--- config.mk ---
export PLATFORM = sky130hd
export DESIGN_NAME = cdb_arbiter
export DESIGN_NICKNAME = d
export VERILOG_FILES = /design/src/rtl/cdb_pkg.sv /design/src/rtl/cdb_src_fifo.sv /design/src/rtl/cdb_arbiter.sv
export SDC_FILE = /design/constraint.sdc
export NUM_CORES = 1
export LEC_CHECK = 0
export BUFFER_PORTS_ARGS = -buffer_cell sky130_fd_sc_hd__clkbuf_2
export CAP_MARGIN = 25
export CORE_MARGIN = 4
export CORE_UTILIZATION = 50
export CTS_CLUSTER_DIAMETER = 200
export DETAILED_ROUTE_END_ITERATION = 10
export GPL_TIMING_DRIVEN = 0
export PLACE_DENSITY = 0.72
export SYNTH_ARGS = -nofsm -noshare
export SYNTH_HDL_FRONTEND = slang
export SYNTH_HIERARCHICAL = 1
export SYNTH_SLANG_ARGS = --single-unit
--- constraint.sdc ---
create_clock -name clock -period 2.68 [get_ports clock]
set_input_delay 0.134 -clock clock [delete_from_list [all_inputs] [get_ports clock]]
set_output_delay 0.134 -clock clock [all_outputs]
set_load 0.05 [all_outputs]
--- src/rtl/cdb_pkg.sv ---
// Shared CDB definitions: word layout, unit codes and the result entry type.
// The reservation stations import this package as well.
package cdb_pkg;

   localparam int CDB_W         = 22;
   localparam int CDB_DATA_LSB  = 0;
   localparam int CDB_DATA_MSB  = 15;
   localparam int CDB_DEST_LSB  = 16;
   localparam int CDB_DEST_MSB  = 18;
   localparam int CDB_LABEL_BIT = 19;
   localparam int CDB_UNIT_BIT  = 20;
   localparam int CDB_VALID_BIT = 21;

   localparam logic UNIT_ADD = 1'b0;
   localparam logic UNIT_MUL = 1'b1;

   typedef struct packed {
      logic        label;
      logic [2:0]  dest;
      logic [15:0] data;
   } cdb_entry_t;

endpackage

--- src/rtl/cdb_src_fifo.sv ---
// Per-source result FIFO with explicit occupancy count, push, pop and flush.
// A full FIFO refuses pushes even in a cycle where it also pops.
module cdb_src_fifo #(
   parameter int WIDTH = 20,
   parameter int DEPTH = 2
) (
   input  logic                     clock,
   input  logic                     reset,
   input  logic                     flush,
   input  logic                     push,
   input  logic [WIDTH-1:0]         push_data,
   input  logic                     pop,
   output logic [WIDTH-1:0]         head,
   output logic [$clog2(DEPTH):0]   count,
   output logic                     ready,
   output logic                     not_empty
);
   localparam int PW = $clog2(DEPTH);
   localparam int CW = PW + 1;

   logic [WIDTH-1:0] mem_q [DEPTH];
   logic [WIDTH-1:0] mem_d [DEPTH];
   logic [PW-1:0]    wr_ptr_q, wr_ptr_d;
   logic [PW-1:0]    rd_ptr_q, rd_ptr_d;
   logic [CW-1:0]    count_q, count_d;
   logic             do_push, do_pop;

   assign ready     = (count_q < CW'(DEPTH));
   assign not_empty = (count_q != '0);
   assign head      = mem_q[rd_ptr_q];
   assign count     = count_q;
   assign do_push   = push && ready && !flush;
   assign do_pop    = pop && not_empty && !flush;

   always_comb begin
      mem_d    = mem_q;
      wr_ptr_d = wr_ptr_q;
      rd_ptr_d = rd_ptr_q;
      count_d  = count_q + CW'(do_push) - CW'(do_pop);
      if (flush) begin
         wr_ptr_d = '0;
         rd_ptr_d = '0;
         count_d  = '0;
      end else begin
         if (do_push) begin
            mem_d[wr_ptr_q] = push_data;
            wr_ptr_d        = wr_ptr_q + PW'(1);
         end
         if (do_pop) begin
            rd_ptr_d = rd_ptr_q + PW'(1);
         end
      end
   end

   always_ff @(posedge clock or posedge reset) begin
      if (reset) begin
         wr_ptr_q <= '0;
         rd_ptr_q <= '0;
         count_q  <= '0;
      end else begin
         wr_ptr_q <= wr_ptr_d;
         rd_ptr_q <= rd_ptr_d;
         count_q  <= count_d;
      end
   end

   // Storage carries only data; occupancy lives in the control flops above.
   always_ff @(posedge clock) begin
      mem_q <= mem_d;
   end

endmodule

--- src/rtl/cdb_arbiter.sv ---
// Serialises adder and multiplier results onto the single registered CDB,
// round-robin between the two source FIFOs, at most one broadcast per cycle.
module cdb_arbiter
   import cdb_pkg::*;
#(
   parameter int DATA_W     = 16,
   parameter int REG_AW     = 3,
   parameter int FIFO_DEPTH = 2
) (
   input  logic                          clock,
   input  logic                          reset,
   input  logic                          flush,
   input  logic                          add_valid,
   input  logic [DATA_W-1:0]             add_data,
   input  logic [REG_AW-1:0]             add_dest,
   input  logic                          add_label,
   output logic                          add_ready,
   input  logic                          mul_valid,
   input  logic [DATA_W-1:0]             mul_data,
   input  logic [REG_AW-1:0]             mul_dest,
   input  logic                          mul_label,
   output logic                          mul_ready,
   output logic [CDB_W-1:0]              cdb,
   output logic [$clog2(FIFO_DEPTH):0]   add_count,
   output logic [$clog2(FIFO_DEPTH):0]   mul_count
);
   localparam int ENTRY_W = 1 + REG_AW + DATA_W;

   logic [ENTRY_W-1:0] add_head, mul_head;
   logic               add_ne, mul_ne;
   logic               add_pop, mul_pop;
   logic               rr_last_q, rr_last_d;
   logic [CDB_W-1:0]   cdb_q, cdb_d;

   cdb_src_fifo #(.WIDTH(ENTRY_W), .DEPTH(FIFO_DEPTH)) u_add_fifo (
      .clock     (clock),
      .reset     (reset),
      .flush     (flush),
      .push      (add_valid),
      .push_data ({add_label, add_dest, add_data}),
      .pop       (add_pop),
      .head      (add_head),
      .count     (add_count),
      .ready     (add_ready),
      .not_empty (add_ne)
   );

   cdb_src_fifo #(.WIDTH(ENTRY_W), .DEPTH(FIFO_DEPTH)) u_mul_fifo (
      .clock     (clock),
      .reset     (reset),
      .flush     (flush),
      .push      (mul_valid),
      .push_data ({mul_label, mul_dest, mul_data}),
      .pop       (mul_pop),
      .head      (mul_head),
      .count     (mul_count),
      .ready     (mul_ready),
      .not_empty (mul_ne)
   );

   // Grant looks only at heads already stored, so a fresh push waits one edge.
   always_comb begin
      add_pop   = 1'b0;
      mul_pop   = 1'b0;
      rr_last_d = rr_last_q;
      cdb_d     = '0;
      if (flush) begin
         rr_last_d = UNIT_MUL;
      end else if (add_ne && (!mul_ne || rr_last_q == UNIT_MUL)) begin
         add_pop   = 1'b1;
         rr_last_d = UNIT_ADD;
         cdb_d     = {1'b1, UNIT_ADD, add_head};
      end else if (mul_ne) begin
         mul_pop   = 1'b1;
         rr_last_d = UNIT_MUL;
         cdb_d     = {1'b1, UNIT_MUL, mul_head};
      end
   end

   always_ff @(posedge clock or posedge reset) begin
      if (reset) begin
         rr_last_q <= UNIT_MUL;
         cdb_q     <= '0;
      end else begin
         rr_last_q <= rr_last_d;
         cdb_q     <= cdb_d;
      end
   end

   assign cdb = cdb_q;

endmodule

==> results of run 1 <==
## area by class of cell
class / count / area (sq um)
Sequential cell: 111 / 3180
Fill cell: 641 / 3040
Multi-Input combinational cell: 124 / 1150
Timing Repair Buffer: 118 / 858
Tap cell: 108 / 135
Clock buffer: 10 / 128
Buffer: 12 / 100
Clock inverter: 6 / 46.3
Inverter: 9 / 33.8
## registers in the layout, summed over array words and instances, names as in the netlist
signal / cells
cdb: 22
rr_last_q: 1
u_add_fifo/count: 2
u_add_fifo/mem_q: 40
u_add_fifo/rd_ptr_q: 1
u_add_fifo/wr_ptr_q: 1
u_mul_fifo/count: 2
u_mul_fifo/mem_q: 40
u_mul_fifo/rd_ptr_q: 1
u_mul_fifo/wr_ptr_q: 1
## repair_timing
item | CTS | global route
setup buffers | 0 | 0
setup endpoints to repair | 0 | 1
gates resized for setup | 0 | 1
hold endpoints to repair | 88 | 0
hold buffers | 41 | 0
## routing by layer
layer	part of all wire (%)	vias up	global-route usage [%]
met5	0	-	0
met4	1.5	0	8.88
met3	5.1	11	3.48
met2	54	71	33.9
met1	39	1290	21.8
li1	-	1202	-
## through the flow
| stage | instance area, sq um | hold WS [ns] | utilization, % | setup slack (ns) |
|---|---|---|---|---|
| 2_1_floorplan | 4460 | -0.0999 | - | 0.176 |
| 3_3_place_gp | 4950 | 0.0380 | 57.1 | 0.119 |
| 3_5_place_dp | 5020 | 0.0407 | 57.9 | 0.216 |
| 4_1_cts | 5610 | 0.139 | 64.6 | 0.183 |
| 5_1_grt | 5630 | 0.180 | 64.9 | 0.00948 |
| 6_report | 5630 | 0.167 | 64.9 | 0.190 |
## worst paths after layout
path / end / slack, ns / cells past startpoint
max: u_mul_fifo/count[1]$_DFF_PP0_ / 0.19 / 12
min: u_mul_fifo/count[1]$_DFF_PP0_ / 0.17 / 2
max reg2reg: u_mul_fifo/count[1]$_DFF_PP0_ / 0.19 / 12
min reg2reg: rr_last_q$_DFFE_PP1P_ / 0.62 / 2
max in group asynchronous: rr_last_q$_DFFE_PP1P_ / 1.79 / 4
min in group asynchronous: u_mul_fifo/count[0]$_DFF_PP0_ / 0.20 / 3
## logic make-up after synthesis
family,synth area share (%)
AND/OR/NAND/NOR,4.94
AO/OA/AOI/OAI,4.69
multiplexers,13.3
buffers and inverters,3.00
flip-flops,71.4
XOR/XNOR,1.57
adder cells (fa/ha/maj),1.12
## power groups by stage
| stage | Sequential, mW | Combinational (mW) | Clock (mW) |
|---|---|---|---|
| after floorplan | 2.16 | 0.252 | 0 |
| after global placement | 2.03 | 0.529 | 0 |
| after detailed placement | 2.03 | 0.556 | 0 |
| after CTS | 1.99 | 0.605 | 0.919 |
| after global routing | 2.00 | 0.652 | 0.994 |
| final | 1.99 | 0.607 | 0.891 |
## placed cells by master (no fill, tap or decap), types with 6 or more instances in the layout
| master | n |
|---|---|
| edfxtp_1 | 80 |
| clkbuf_2 | 72 |
| dlygate4sd3_1 | 41 |
| mux2_4 | 38 |
| nor2_1 | 31 |
| dfrtp_1 | 29 |
| a32oi_1 | 20 |
| inv_1 | 9 |
| clkbuf_8 | 9 |
| buf_6 | 6 |
| xnor2_1 | 6 |
## worst max-delay path, cell delays in order, from the launching register on
cell      delay (ns)
dfrtp_2         0.45
or2_2           0.38
a21boi_4        0.20
buf_6           0.17
nor2b_1         0.18
o21ai_1         0.12
nor2_1          0.11
ha_1            0.24
inv_1           0.07
ha_1            0.15
xnor2_1         0.13
xnor2_1         0.14
nor2_1          0.05
## cell usage after synthesis
library cell | count | area share, %
a21boi_4 | 1 | 0.42
or2_2 | 2 | 0.28
nand2_1 | 2 | 0.17
nor2b_1 | 3 | 0.42
clkbuf_1 | 2 | 0.17
mux2_4 | 38 | 13
xnor2_1 | 6 | 1.2
buf_4 | 1 | 0.17
buf_6 | 6 | 1.5
a32oi_1 | 20 | 3.9
o21ai_1 | 2 | 0.22
nand2b_4 | 1 | 0.31
clkbuf_4 | 1 | 0.17
nor2_1 | 35 | 2.9
mux2_2 | 2 | 0.51
dfstp_2 | 1 | 0.59
o21ai_0 | 1 | 0.11
ha_1 | 4 | 1.1
dfrtp_1 | 30 | 17
edfxtp_1 | 80 | 54
xor2_1 | 2 | 0.39
buf_2 | 2 | 0.22
inv_1 | 9 | 0.76
nor2b_2 | 2 | 0.39
nand2b_1 | 3 | 0.42
==> summary.txt, run 1 <==
STA
  – Crit share post-route: 92.9%
  – Minimum clock period: 2.49 ns
  – FMAX: 402 MHz
  – Final Max Slew Viols: 0
  – Final setup vio count: 0
  – RSZ-0062 raised after global routing: no
  – Skew final: 0.0103 ns
  – Max_slew headroom: 51.6%
  – Fin Setup TNS: 0 ns
  – Measured slew at the worst slew-check pin: 0.724 ns
  – Final Hold Viols: 0

Finish
  – Nets: 434
  – Fin cells: 498
  – Layout cell share with drive strength beyond 1: 39.2%
  – Synth-to-layout area growth: 26.5%
  – N_diodes: 0

Pwr
  – P_sw: 0.953 mW
  – Sw frac: 27.3%
  – LEAKAGE: 2.32 nW
  – Register share of total power: 57.1%
  – Clock power share: 25.5%
  – Total power: 3.49 mW
  – Int Power: 2.54 mW
  – Peak VDD IR: 0.375 mV
  – Pwr Density: 619 nW/um^2
  – Logic pwr share: 17.4%

Die
  – Initial core utilization: 51.3%
  – Die Y: 102 um
  – # rows: 34
  – Core ar.: 8680 sq um
  – Boundary pin count: 73
  – Die Area: 10,500 sq um
  – Die X: 102 um

Clock tree
  – H-Tree Depth: 3
  – CTS clk-pin slew, worst paths: 0.10 ns
  – CTS tree: built
  – CTS sink count: 111
  – Worst-Skew Late Latency: 0.36 ns
  – Longest Clk Path Bufs: 2
  – CTS buffer count: 9
  – CTS root buffer: clkbuf_8

Min path
  – HP Class: input port to register
  – Hold_sp: flush

Drt
  – Final ANT Viol Nets: 0
  – WL/cell: 17.9 um
  – Vias per cell: 5.17
  – Post-Route WL: 8.92 mm
  – Via Count: 2,574
  – Starting DRT DRC Count: 177
  – TritonRoute pass-1 iters: 4
  – # DRC: 0

Logic synthesis
  – Post-synthesis sequential area ratio: 71.4%
  – Avg Inst Size Synth: 17.4 sq um
  – Post-Syn Instances: 256
  – Yosys cell types: 25
  – Yosys warns: 6
  – Syn_nets: 305
  – Mapped cell area: 4460 sq um
  – Yosys reg bits: 111

Worst setup path
  – CP Launch Point: u_add_fifo/count[1]$_DFF_PP0_
  – Setup CP Type: register to register
  – Crit path required time: 2.92 ns
  – Setup crit end kind: register
  – Startpoint types: register
  – Critical Path Fanout Max: 10
  – Critical path arrival: 2.73 ns
  – Launching point of the worst reg2reg path: u_add_fifo/count[1]$_DFF_PP0_

Outcome
  – Status: complete, no violations

Placement
  – Post-DP HPWL: 6.00 mm
  – GPL Wtd Cong: 0.705
  – Placed insts: 440
  – Buffers on Ports: 72

Global route
  – Total track usage: 18.9%
  – Initial antenna violation count: 0
  – First-pass GRT wire length: 14.4 mm
  – Number of global-route vias before repair: 2,854
  – Total grt overflow: 0
  – Largest net degree at the start of global routing: 24

Job
  – Max-cap viol count: 0
No activity file was read; power rests on OpenSTA's default activity.
==> run 2, diff against run 1 <==
--- a/config.mk
+++ b/config.mk
@@ -12,8 +12,7 @@
 export CTS_CLUSTER_DIAMETER = 200
 export DETAILED_ROUTE_END_ITERATION = 10
 export GPL_TIMING_DRIVEN = 0
-export PLACE_DENSITY = 0.72
+export PLACE_DENSITY = 0.73
 export SYNTH_ARGS = -nofsm -noshare
 export SYNTH_HDL_FRONTEND = slang
-export SYNTH_HIERARCHICAL = 1
 export SYNTH_SLANG_ARGS = --single-unit
==> summary.txt, run 2 <==
Logic synthesis
  – Main area contributors after synthesis: edfxtp_1, dfrtp_1, mux2i_1
  – Post-synthesis sequential area ratio: 76.8% (+5.4 points)
  – Main combinational cell family by area after synthesis: multiplexers
  – Syn_nets: 280 (-8.2%)
  – Yosys warns: 0 (-6)
  – Yosys cell types: 27 (+8.0%)
  – Post-synth top cells: edfxtp_1, mux2i_1, dfrtp_1
  – Yosys reg bits: 111 (unchanged)
  – Synth area leader: edfxtp_1
  – Avg Inst Size Synth: 17.9 sq um (+3.0%)
  – Mapped cell area: 4140 sq um (-7.0%)
  – Mux contribution to synthesized area: 9.67% (-3.6 points)
  – Post-synthesis async set-or-reset flop share: 27.9% (unchanged)
  – Xor/xnor share of the synthesized area: 1.27% (-0.30 points)
  – Synth Area in Simple Gates: 2.96% (-2.0 points)
  – Post-synth EDFFs: 80 (unchanged)
  – Cell with the most instances after synthesis: edfxtp_1
  – Synth Area in Compound Gates: 5.83% (+1.1 points)
  – Adder-Cell Fraction of Synth Area: 1.21% (+0.085 points)
  – Post-Syn Instances: 231 (-9.8%)
  – Top cell type's share of synthesized area: 58.0% (+4.1 points)
  – Prevailing post-synth register cell: edfxtp_1

Pwr
  – Peak VDD IR: 0.388 mV (+3.5%)
  – Total power: 4.55 mW (+30%)
  – Pwr Density: 855 nW/um^2 (+38%)
  – LEAKAGE: 2.13 nW (-8.1%)

Finish
  – Post-route cell area: 5320 sq um (-5.6%)
  – Most common cell after layout, fill and taps aside: edfxtp_1
  – Nets: 409 (-5.8%)
  – N_diodes: 0 (unchanged)
  – Synth-to-layout area growth: 28.4%
  – Layout cell share with drive strength beyond 1: 31.0% (-8.3 points)
  – Post-Route Utilization: 67.4% (+2.5 points)
  – Most frequent cells in the layout: edfxtp_1, clkbuf_2, dlygate4sd3_1

STA
  – Final Max Slew Viols: 0 (unchanged)
  – Crit share post-route: 89.0% (-3.9 points)
  – Measured slew at the worst slew-check pin: 0.663 ns (-0.0613 ns)
  – Worst Slack Setup Final: 0.294 ns (+0.104 ns)
  – Skew final: 0.00606 ns (-0.00426 ns)
  – Max_slew headroom: 55.6% (+3.9 points)
  – Final setup vio count: 0 (unchanged)
  – RSZ-0062 raised after global routing: no
  – Fin Setup TNS: 0 ns (unchanged)
  – Final Hold Viols: 0 (unchanged)
  – FMAX: 419 MHz (+4.4%)
  – Minimum clock period: 2.39 ns (-0.104 ns)

Die
  – Boundary pin count: 73 (unchanged)
  – Die Y: 99.0 um (-3.3%)
  – Initial core utilization: 52.5% (+1.2 points)
  – # rows: 32 (-5.9%)
  – Die X: 99.0 um (-3.3%)
  – Die Area: 9800 sq um (-6.5%)
  – Core ar.: 7890 sq um (-9.1%)

Drt
  – TritonRoute pass-1 iters: 4 (unchanged)
  – Final ANT Viol Nets: 0 (unchanged)
  – # DRC: 0 (unchanged)
  – Vias per cell: 4.98 (-3.7%)
  – WL/cell: 17.3 um (-3.3%)
  – Via Count: 2,325 (-9.7%)
  – Starting DRT DRC Count: 77 (-56%)
  – Post-Route WL: 8.09 mm (-9.4%)

Placement
  – Buffers on Ports: 72 (unchanged)
  – Post-DP HPWL: 5.23 mm (-13%)
  – GPL Wtd Cong: 0.750 (+6.3%)
  – Placement Setup Slack: 0.303 ns (+0.0871 ns)
  – Placed cell area: 4730 sq um (-5.8%)

Clock tree
  – Longest Clk Path Bufs: 2 (unchanged)
  – CTS buffer count: 9 (unchanged)
  – CTS tree: built
  – Worst-Skew Late Latency: 0.36 ns (about the same)
  – CTS root buffer: clkbuf_8
  – CTS sink count: 111 (unchanged)
  – Post-CTS sizing: 0 (unchanged)
  – CTS clk-pin slew, worst paths: 0.09 ns (about the same)
  – H-Tree Depth: 3 (unchanged)

Worst setup path
  – Critical Path Fanout Max: 10 (unchanged)
  – Crit-path cells: or2_2 -> nand3b_1 -> buf_2 -> inv_1 -> ha_1 -> inv_1 -> ha_1 -> xnor2_1 -> xnor2_1 -> nor2_1
  – Worst reg2reg endpoint: u_mul_fifo.count[1]$_DFF_PP0_
  – Crit path required time: 2.91 ns (about the same)
  – Crit-path leading delay family: simple AND/OR/NAND/NOR gates
  – Buf/Inv on CP: 3 (+1)
  – Slowest Stage Delay on Critical Path: 0.42 ns (-0.03 ns)
  – Critical path arrival: 2.62 ns (-0.11 ns)
  – Slowest CP cell: dfrtp_1
  – Setup CP Type: register to register
  – Setup crit end kind: register
  – Launching point of the worst reg2reg path: u_mul_fifo.count[1]$_DFF_PP0_
  – Startpoint types: register
  – Cell count of the worst reg-to-reg path: 10 (-2)
  – R2R setup slack: 0.29 ns (+0.10 ns)

Global route
  – Number of global-route vias before repair: 2,467 (-14%)
  – First-pass GRT wire length: 12.6 mm (-12%)
  – Total grt overflow: 0 (unchanged)
  – Total track usage: 17.3% (-1.6 points)
  – Largest net degree at the start of global routing: 21 (-13%)
  – Initial antenna violation count: 0 (unchanged)

Outcome
  – Status: complete, no violations

Min path
  – Hold_sp: flush
  – HP Class: input port to register
  – Hold Crit Depth: 3 (+1)
  – Hold Path End: cdb[1]$_DFF_PP0_

Job
  – Max-cap viol count: 0 (unchanged)
[run 2: power breakdown]
| group | internal (mW) | switching, mW |
|---|---|---|
| combinational | 0.513 | 0.998 |
| clock | 0.335 | 0.514 |
| sequential | 2.10 | 0.0907 |
| total | 2.94 | 1.60 |
[run 2: routing by layer]
metal / track usage [%] / up-vias / part of all wire, %
met4: 6.30 / 0 / 1.0
met3: 4.32 / 6 / 5.0
li1: - / 1118 / -
met2: 31.0 / 60 / 55
met1: 20.1 / 1141 / 39
met5: 0 / - / 0
[run 2: through the flow]
step                std cells  hold slack [ns]
floorplan                 231            0.233
global placement          405            0.323
detailed placement        409            0.225
CTS                       466            0.170
global route              467            0.220
finish                    467            0.181
[run 2: worst min-delay path: stages]
cell,delay (ns)
clkbuf_2,0.14
or3_4,0.15
o22ai_1,0.08
[run 2: worst max-delay path by stage]
| stage | start | to | slack [ns] | cells after the start |
|---|---|---|---|---|
| after global routing | u_mul_fifo.count[1]$_DFF_PP0_ | u_mul_fifo.count[1]$_DFF_PP0_ | 0.11 | 10 |
| after floorplan | u_add_fifo.count[1]$_DFF_PP0_ | u_add_fifo.mem_q[20]$_DFFE_PP_ | 0.30 | 3 |
| after detailed placement | u_mul_fifo.count[1]$_DFF_PP0_ | u_mul_fifo.count[1]$_DFF_PP0_ | 0.30 | 10 |
| after global placement | u_add_fifo.count[1]$_DFF_PP0_ | u_add_fifo.mem_q[37]$_DFFE_PP_ | -0.26 | 3 |
| after CTS | u_mul_fifo.count[1]$_DFF_PP0_ | u_mul_fifo.count[1]$_DFF_PP0_ | 0.29 | 10 |
| final | u_mul_fifo.count[1]$_DFF_PP0_ | u_mul_fifo.count[1]$_DFF_PP0_ | 0.29 | 10 |
[run 2: cell type report]
cell class              instances  area [sq um]
repair buffers                118           883
well taps                     102           128
plain buffers                  11          57.6
clock inverters                 4          23.8
inverters                      10          37.5
clock buffers                  12           135
flip-flops and latches        111          3180
fillers                       558          2570
multi-input cells              99           872
[run 2: kinds of logic (layout without fill, tap and decap cells)]
logic type	after synthesis	in the layout
flops	111	111
compound gates	28	28
buf+inv	21	155
mux	40	40
simple gates	21	21
xor+xnor	6	6
fa+ha+maj	4	4
[run 2: timing repair]
item	in CTS	in global routing
hold buffers	41	0
setup endpoints to repair	0	0
endpoints found under the hold margin	91	0
setup buffers	0	0
